--- src/rtl/seg_scan_capture.sv ---
// seg_scan_capture: decodes a multiplexed 8-digit 7-seg bus back into HH:MM:SS.
// Ports: clk, rst_n | cs[7:0], seg[7:0] in | hh, mm, ss, colon_ok, frame_valid/err, sync_err out.
module seg_scan_capture #(
  parameter int SETTLE = 16
) (
  input  logic       clk,
  input  logic       rst_n,
  input  logic [7:0] cs,
  input  logic [7:0] seg,
  output logic [4:0] hh,
  output logic [5:0] mm,
  output logic [5:0] ss,
  output logic       colon_ok,
  output logic       frame_valid,
  output logic       frame_err,
  output logic       sync_err
);

  localparam int CW = $clog2(SETTLE + 1);
  localparam logic [CW-1:0] C_MAX = CW'(SETTLE);
  localparam logic [CW-1:0] C_HIT = CW'(SETTLE - 1);

  typedef enum logic [1:0] {
    S_HUNT,
    S_COLLECT,
    S_CHECK
  } state_t;

  state_t r_state, w_nstate;

  logic [7:0] r_cs_m, r_cs_s, r_cs_p;
  logic [7:0] r_seg_m, r_seg_s, r_seg_d;

  logic [CW-1:0] r_cnt, w_cnt;
  logic          w_chg, w_settle;

  logic [7:0] w_sel;
  logic       w_onehot;
  logic [2:0] w_idx;

  logic [7:0] w_seg;
  logic [6:0] w_pat;
  logic       w_dp;
  logic [3:0] w_dval;
  logic       w_dok;

  logic [3:0] r_val [8];
  logic [7:0] r_ok;
  logic       r_dp2, r_dp5;
  logic [2:0] r_exp, w_nexp;
  logic       r_pend, w_pend_n;

  logic       w_cap;
  logic [2:0] w_cidx;
  logic       w_cok;
  logic       w_start;
  logic       w_se, w_fv, w_fe;

  logic [4:0] w_h;
  logic [5:0] w_m, w_s;
  logic       w_good;

  logic [4:0] r_hh;
  logic [5:0] r_mm, r_ss;
  logic       r_col, r_fv, r_fe, r_se;

  // Two-flop synchronizers, idle-high reset.
  always_ff @(posedge clk or negedge rst_n) begin
    if (!rst_n) begin
      r_cs_m  <= 8'hFF;
      r_cs_s  <= 8'hFF;
      r_cs_p  <= 8'hFF;
      r_seg_m <= 8'hFF;
      r_seg_s <= 8'hFF;
      r_seg_d <= 8'hFF;
    end else begin
      r_cs_m  <= cs;
      r_cs_s  <= r_cs_m;
      r_cs_p  <= r_cs_s;
      r_seg_m <= seg;
      r_seg_s <= r_seg_m;
      r_seg_d <= r_seg_s;
    end
  end

  // Saturates one above the hit value so a held
  // selection is sampled exactly once.
  assign w_chg = (r_cs_s != r_cs_p);

  always_comb begin
    w_cnt = r_cnt;
    if (w_chg) begin
      w_cnt = '0;
    end else if (r_cnt != C_MAX) begin
      w_cnt = r_cnt + CW'(1);
    end
  end

  assign w_settle = (w_cnt == C_HIT);

  assign w_sel    = ~r_cs_s;
  assign w_onehot = (w_sel != 8'd0) &&
                    ((w_sel & (w_sel - 8'd1)) == 8'd0);

  always_comb begin
    w_idx = 3'd0;
    for (int i = 0; i < 8; i++) begin
      if (w_sel[i]) begin
        w_idx = 3'(i);
      end
    end
  end

  // A digit-0 settle seen during CHECK is replayed
  // in HUNT with the segment value from its own cycle.
  assign w_seg = (r_state == S_HUNT && r_pend) ?
                 r_seg_d : r_seg_s;
  assign w_pat = ~w_seg[6:0];
  assign w_dp  = ~w_seg[7];

  always_comb begin
    w_dval = 4'd0;
    w_dok  = 1'b1;
    case (w_pat)
      7'h3F: w_dval = 4'd0;
      7'h06: w_dval = 4'd1;
      7'h5B: w_dval = 4'd2;
      7'h4F: w_dval = 4'd3;
      7'h66: w_dval = 4'd4;
      7'h6D: w_dval = 4'd5;
      7'h7D: w_dval = 4'd6;
      7'h07: w_dval = 4'd7;
      7'h7F: w_dval = 4'd8;
      7'h6F: w_dval = 4'd9;
      default: w_dok = 1'b0;
    endcase
  end

  // Separator digits carry only dp; never invalid.
  assign w_cok = w_dok || (w_cidx == 3'd2) ||
                 (w_cidx == 3'd5);

  assign w_start = w_settle && (r_cs_s == 8'hFE);

  // Tens-digit bounds keep these narrow sums exact
  // whenever w_good can be true.
  assign w_h = 5'(r_val[0]) * 5'd10 + 5'(r_val[1]);
  assign w_m = 6'(r_val[3]) * 6'd10 + 6'(r_val[4]);
  assign w_s = 6'(r_val[6]) * 6'd10 + 6'(r_val[7]);

  assign w_good = (&r_ok) && (r_val[0] <= 4'd2) &&
                  (w_h <= 5'd23) &&
                  (r_val[3] <= 4'd5) &&
                  (r_val[6] <= 4'd5);

  always_comb begin
    w_nstate = r_state;
    w_cap    = 1'b0;
    w_cidx   = w_idx;
    w_nexp   = r_exp;
    w_pend_n = r_pend;
    w_se     = 1'b0;
    w_fv     = 1'b0;
    w_fe     = 1'b0;
    case (r_state)
      S_HUNT: begin
        w_pend_n = 1'b0;
        if (r_pend || w_start) begin
          w_cap    = 1'b1;
          w_cidx   = 3'd0;
          w_nexp   = 3'd1;
          w_nstate = S_COLLECT;
        end else if (w_settle && !w_onehot) begin
          w_se = 1'b1;
        end
      end
      S_COLLECT: begin
        if (w_settle) begin
          if (!w_onehot) begin
            w_se     = 1'b1;
            w_nstate = S_HUNT;
          end else if (w_idx == r_exp) begin
            w_cap  = 1'b1;
            w_nexp = r_exp + 3'd1;
            if (r_exp == 3'd7) begin
              w_nstate = S_CHECK;
            end
          end else begin
            w_se = 1'b1;
            if (w_idx == 3'd0) begin
              w_cap  = 1'b1;
              w_nexp = 3'd1;
            end else begin
              w_nstate = S_HUNT;
            end
          end
        end
      end
      S_CHECK: begin
        w_nstate = S_HUNT;
        w_fv     = w_good;
        w_fe     = !w_good;
        w_pend_n = w_start;
      end
      default: w_nstate = S_HUNT;
    endcase
  end

  always_ff @(posedge clk or negedge rst_n) begin
    if (!rst_n) begin
      r_state <= S_HUNT;
      r_cnt   <= '0;
      r_exp   <= 3'd0;
      r_pend  <= 1'b0;
      r_ok    <= 8'd0;
      r_dp2   <= 1'b0;
      r_dp5   <= 1'b0;
      for (int i = 0; i < 8; i++) begin
        r_val[i] <= 4'd0;
      end
    end else begin
      r_state <= w_nstate;
      r_cnt   <= w_cnt;
      r_exp   <= w_nexp;
      r_pend  <= w_pend_n;
      if (w_cap) begin
        r_val[w_cidx] <= w_dval;
        r_ok[w_cidx]  <= w_cok;
        if (w_cidx == 3'd2) r_dp2 <= w_dp;
        if (w_cidx == 3'd5) r_dp5 <= w_dp;
      end
    end
  end

  always_ff @(posedge clk or negedge rst_n) begin
    if (!rst_n) begin
      r_hh  <= 5'd0;
      r_mm  <= 6'd0;
      r_ss  <= 6'd0;
      r_col <= 1'b0;
      r_fv  <= 1'b0;
      r_fe  <= 1'b0;
      r_se  <= 1'b0;
    end else begin
      r_fv <= w_fv;
      r_fe <= w_fe;
      r_se <= w_se;
      if (w_fv) begin
        r_hh  <= w_h;
        r_mm  <= w_m;
        r_ss  <= w_s;
        r_col <= r_dp2 & r_dp5;
      end
    end
  end

  assign hh          = r_hh;
  assign mm          = r_mm;
  assign ss          = r_ss;
  assign colon_ok    = r_col;
  assign frame_valid = r_fv;
  assign frame_err   = r_fe;
  assign sync_err    = r_se;

endmodule

--- config.mk ---
export PLATFORM = sky130hd
export DESIGN_NAME = seg_scan_capture
export DESIGN_NICKNAME = d
export VERILOG_FILES = /design/src/rtl/seg_scan_capture.sv
export SDC_FILE = /design/constraint.sdc
export NUM_CORES = 1
export LEC_CHECK = 0
export ABC_AREA = 1
export CORE_MARGIN = 3
export CORE_UTILIZATION = 50
export DETAILED_ROUTE_END_ITERATION = 10
export PLACE_DENSITY = 0.7
export SETUP_SLACK_MARGIN = 0.15
export SLEW_MARGIN = 15
export SYNTH_ARGS = -nofsm -noshare
export SYNTH_HDL_FRONTEND = slang
export SYNTH_SLANG_ARGS = --single-unit
--- constraint.sdc ---
create_clock -name clk -period 3.35 [get_ports clk]
set_input_delay 0.8375 -clock clk [delete_from_list [all_inputs] [get_ports clk]]
set_output_delay 0.8375 -clock clk [all_outputs]
set_load 0.05 [all_outputs]
# Word level (Yosys, flattened, before mapping)
# Cells that the tools add are included.
dict set report word_totals {
  ff_bits 122
  latch_bits 0
  ram_bits 0
  rom_bits 0
  output_inout_bits 21
  word_cells 152
  mem_count 0
}
dict set report classes {
  n_addsub 6
  n_mul 3
  div_mod_pow 0
  n_lt_le_gt_ge 8
  eq_ne 26
  shifts 0
  n_mux 48
  bitwise 6
  reduce_logical 27
}
# operator count
set op_table {}
lappend op_table {{$eq A7 B7 Y1 const B} 7}
lappend op_table {{$mux W3} 13}
lappend op_table {{$pmux W4 S9} 1}
lappend op_table {{$bwmux W32} 1}
lappend op_table {{$mux W1} 15}
lappend op_table {{$eq A7 B3 Y1 const B} 2}
lappend op_table {{$add A6 B4 Y6} 2}
lappend op_table {{$demux W4 S3} 1}
lappend op_table {{$mux W2} 6}
lappend op_table {{$logic_and A1 B1 Y1} 10}
lappend op_table {{$mul A4 B3 Y5 const B} 2}
lappend op_table {{$mux W5} 2}
lappend op_table {{$reduce_or A10 Y1} 1}
lappend op_table {{$and A8 B8 Y8} 1}
lappend op_table {{$bwmux W8} 1}
lappend op_table {{$eq A8 B8 Y1 const B} 1}
lappend op_table {{$le A4 B3 Y1 const B} 2}
lappend op_table {{$logic_not A8 Y1} 1}
lappend op_table {{$mux W8} 1}
lappend op_table {{$ne A4 B4 Y1 const B} 2}
lappend op_table {{$ne A8 B8 Y1} 1}
lappend op_table {{$not A8 Y8} 1}
lappend op_table {{$reduce_and A8 Y1} 1}
lappend op_table {{$reduce_bool A8 Y1} 1}
lappend op_table {{other kinds (39)} 48}

# Logic depth before layout (Yosys ltp)
dict set report logic_depth {
  depth_word 16
  ltp_mapped 18
  depth_no_buf 18
}

# Worst setup path after synthesis
# No wires, ideal clock.
dict set report synth_timing {
  kind {reg-to-reg}
  startpoint {register r_val[28] (netlist name)}
  endpoint {register r_col (netlist: colon_ok)}
  setup_ns 0.066
  t_arrival_ns 1.983
  path_slack_ns 1.301
  stages_incl_launch_ff 12
  n_path_buf 1
  period_less_slack_ns 2.049
  cell_sequence {dfrtp_1 -> ha_1 -> ha_1 -> a21oi_1 -> xnor2_1 -> nand2_1 -> nand2_1 -> nor2_1 -> inv_2 -> clkbuf_1 -> nand2_1 -> nand2_1}
}
dict set report synth_via {
  elab_chain_cells 7
  elab_cells_between_ends 9
  classes_between {1 x add/sub; 1 x mul; 2 x order compare; 1 x mux; 4 x reduce/logical}
}
# item line_no
set synth_lines {}
lappend synth_lines {{start: declaration} 47} ;# logic [3:0] r_val [8];
lappend synth_lines {{start signal: indexed assignment} 227} ;# r_val[w_cidx] <= w_dval;
lappend synth_lines {{$mul A4 B3 Y4} 147} ;# assign w_h = 5'(r_val[0]) * 5'd10 + 5'(r_val[1]);
lappend synth_lines {{$add A5 B4 Y5} 147}
lappend synth_lines {{$le A5 B5 Y1} 152} ;# (w_h <= 5'd23) &&
lappend synth_lines {{$logic_and A1 B1 Y1 (*)} 151} ;# assign w_good = (&r_ok) && (r_val[0] <= 4'd2) &&
lappend synth_lines {{$logic_and A1 B1 Y1 (*)} 152}
lappend synth_lines {{$logic_and A1 B1 Y1 (*)} 153} ;# (r_val[3] <= 4'd5) &&
lappend synth_lines {{$mux W1 (*)} 165} ;# case (r_state)
lappend synth_lines {{end signal: assignment} 252} ;# r_col <= r_dp2 & r_dp5;
lappend synth_lines {{end: declaration} 65} ;# logic r_col, r_fv, r_fe, r_se;
# Every way passes the cells marked *; elsewhere a longest branch is shown, timed or not.
# A chain may end at the register's enable or synchronous reset.

# Worst setup path in the final report
dict set report layout_timing {
  startpoint {register r_val[28] (netlist name)}
  endpoint {register r_ss[3] (netlist: ss[3])}
}
dict set report layout_via {
  elab_chain_cells 7
  elab_cells_between_ends 9
  classes_between {1 x add/sub; 1 x mul; 2 x order compare; 1 x mux; 4 x reduce/logical}
}
# item line_no
set layout_lines {}
lappend layout_lines {{$mul A4 B3 Y4} 147}
lappend layout_lines {{$add A5 B4 Y5} 147}
lappend layout_lines {{$le A5 B5 Y1} 152}
lappend layout_lines {{$logic_and A1 B1 Y1 (*)} 151}
lappend layout_lines {{$logic_and A1 B1 Y1 (*)} 152}
lappend layout_lines {{$logic_and A1 B1 Y1 (*)} 153}
lappend layout_lines {{$mux W1 (*)} 165}
lappend layout_lines {{end signal: assignment} 251} ;# r_ss <= w_s;
lappend layout_lines {{end: declaration} 64} ;# logic [5:0] r_mm, r_ss;
# Marked as above.

==> results.cfg <==
[clock_tree]
clkLatencyLatePin_ns = 0.52
cts.reportedPaths.clkPinSlew_ns = 0.06
clock-root-buffer = clkbuf_8
h-tree-depth = 4
cts_tree = done
cts_hold_buf = 0
clock_sinks = 114
clockBufferDepth = 2
cts_setup_buffers = 0
cts_buffers = 17
cts_resized = 0

[sta]
slew_violations = 0
finalSetupViolCount = 0
fin_crit_sh = 0.809
worst_pin_slew_ns = 0.665
fin_setup_tns_ns = 0
worst_slack_ns = 0.639
holdWs_ns = 0.174
rsz0062_at_grt = no
fmax_mhz = 369
max_slew_margin = 0.555
finalClockSkew_ns = 0.00833
hold_violations = 0
fin_crit_ns = 2.71

[critical_path]
path_cells = ha_1, ha_1, a21oi_1, xnor2_1, nand2_1, nand2_1, nor2_1, inv_2, nand2_1, o21ai_0
reg2reg_slack_ns = 0.64
cp_slowest_stage_delay_ns = 0.53
start_kind = register
path_class = reg -> reg
reg2regPathDepth = 10
arrival_ns = 3.10
slowest_stage = nor2_1
crit_path_max_fanout = 26
cpMostUsedCell = nand2_1
worst_ep_required_time_ns = 3.74
r2r-end = ss[3]
critical_path.endpoint_type = register
r2r-start = r_val[28]

[floorplan]
die_h_um = 110
fp.dieArea_um2 = 12000
die_w_um = 110
coreArea_um2 = 10400
rows = 37
start_util = 0.519
io_pins = 39

[power_and_ir_drop]
leakagePower_nw = 3.34
powerDensity_nw_per_um2 = 538
vdd_ir_drop_max_uv = 506

[finish]
num_antenna_cells = 0
fin_nets = 689
drive_gt1_frac = 0.189
final_core_util = 0.637
area_delta_synth_final_pct = 22.8
finalNonFillerCells = 797

[global_route]
antenna_found_initial = 0
grt_usage = 0.195
grt_max_degree = 67
grt_pass1_vias = 3943
grt_pass1_wl_um = 18100
grt-ovfl-total = 0

[synthesis]
synth.avg_cell_area_um2 = 9.07
seq_area_frac_synth = 0.542
synth_warnings = 0
synth_cell_types = 39
syn-num-nets = 634
synth_cells = 593
synth_area_um2 = 5380
yosys_register_bits = 114

[drt]
vias = 3927
drc = 0
ant_nets = 0
drt-total-wl_um = 10100
wl_per_cell_um = 12.7
dr.first_iter.drc_count = 202
vias_per_cell = 4.93
dr.pass1.iters = 5

[placed_design]
portBuffers = 38
dp_cells = 765
gp_congestion = 0.865
pre_cts_ws_ns = 0.687
hpwl_um = 7020

[status]
status = finished, final reports clean

[min_path]
hold_path_class = in -> async

[job]
maxCapViolations = 0
-- critical path, delay by kind of cell, from the launching register on --
kind	cells	cell delay, ns
compound gates	2	0.28
buf+inv	1	0.32
flops	1	0.43
xor+xnor	1	0.11
simple gates	4	0.80
fa+ha+maj	2	0.64
-- final cells by class --
type	count	area [um^2]
fill	873	3760
sequential	114	2910
multi-input combinational	400	2160
clock buffer	23	542
timing repair buffer	40	405
inverter	75	282
tap	136	170
clock inverter	9	134
-- cell families after synthesis --
kind of cell	synth area share
compound gates	0.0514
mux	0.00186
simple gates	0.263
buf+inv	0.0565
xor+xnor	0.0277
fa+ha+maj	0.0577
flops	0.542
-- how the worst max path moves through the flow --
| stage | start | to | cells past startpoint |
|---|---|---|---|
| after detailed placement | r_val[28] | ss[5] | 10 |
| after global routing | r_val[28] | mm[4] | 10 |
| after global placement | r_val[28] | ss[5] | 10 |
| final | r_val[28] | ss[3] | 10 |
| after floorplan | r_val[28] | colon_ok | 11 |
| after CTS | r_val[28] | ss[5] | 10 |
-- power by group --
part	leakage [nW]	internal (mW)	switching (mW)
Combinational	1.58	0.0429	0.0790
Clock	0.327	1.35	0.628
Sequential	1.43	1.43	0.0173
Total	3.34	2.83	0.724
-- metrics by stage --
stage                     power (mW)  cell area [um^2]
after floorplan                 1.53              5380
after global placement          1.59              5930
after detailed placement        1.59              5930
after CTS                       3.60              6610
after global routing            3.69              6610
final                           3.55              6610
-- layer usage --
metal  up-vias  routed length, um  global-route usage
li1       1962                  -                   -
met1      1856               4530               0.248
met2        93               4960               0.315
met3        16                438              0.0493
met4         0                186              0.0864
met5         -                  0                   0
-- synth_stat cells, drive strengths merged --
master,n,share of area
o21bai,1,0.0035
mux2i,1,0.0019
o211ai,1,0.0014
xor2,8,0.013
clkbuf,3,0.0021
o21ai,33,0.033
o22ai,1,0.0012
fa,3,0.011
a22o,1,0.0016
ha,20,0.047
a21oi,6,0.0056
nor4b,1,0.0016
nor3,4,0.0037
nand2,221,0.17
nand3,27,0.028
nor2,49,0.049
inv,73,0.051
dfrtp,66,0.31
a31oi,1,0.0012
dfstp,48,0.23
nand4,8,0.010
xnor2,9,0.015
a22oi,1,0.0014
a21o,1,0.0014
a211oi,1,0.0014
buf,1,0.0021
clkinv,2,0.0014
nor3b,2,0.0028
-- sequential cells by signal, summed over array words and instances, names as in the netlist, 2 cells and up --
register,cells
hh,5
r_exp,3
r_cnt,5
r_state,2
r_seg_m,8
r_cs_m,8
mm,6
r_cs_p,8
r_seg_d,8
r_ok,8
ss,6
r_val,24
r_cs_s,8
r_seg_s,8
-- cells in the final DEF (no fill, tap or decap), types with 2 or more instances in the layout --
master           count
inv_1               66
nor2_2               8
nand2_4              7
o21ai_1             14
ha_1                20
nor2_1              34
bufinv_16            3
o21ai_2              3
dfstp_2             48
fa_1                 3
clkinv_4             2
o21ai_0             16
a21oi_1              6
nor2_4               6
clkbuf_16           20
nand3_1             25
nand2_1            208
xor2_1               8
clkinv_1             2
nor3_1               4
clkdlybuf4s50_1     37
dfrtp_1             66
inv_2                7
nor3b_1              2
clkbuf_8             3
buf_4                2
nand2_2              6
nand4_1              7
xnor2_1              9
clkinvlp_4           2
(Power assumes the default switching activity.)
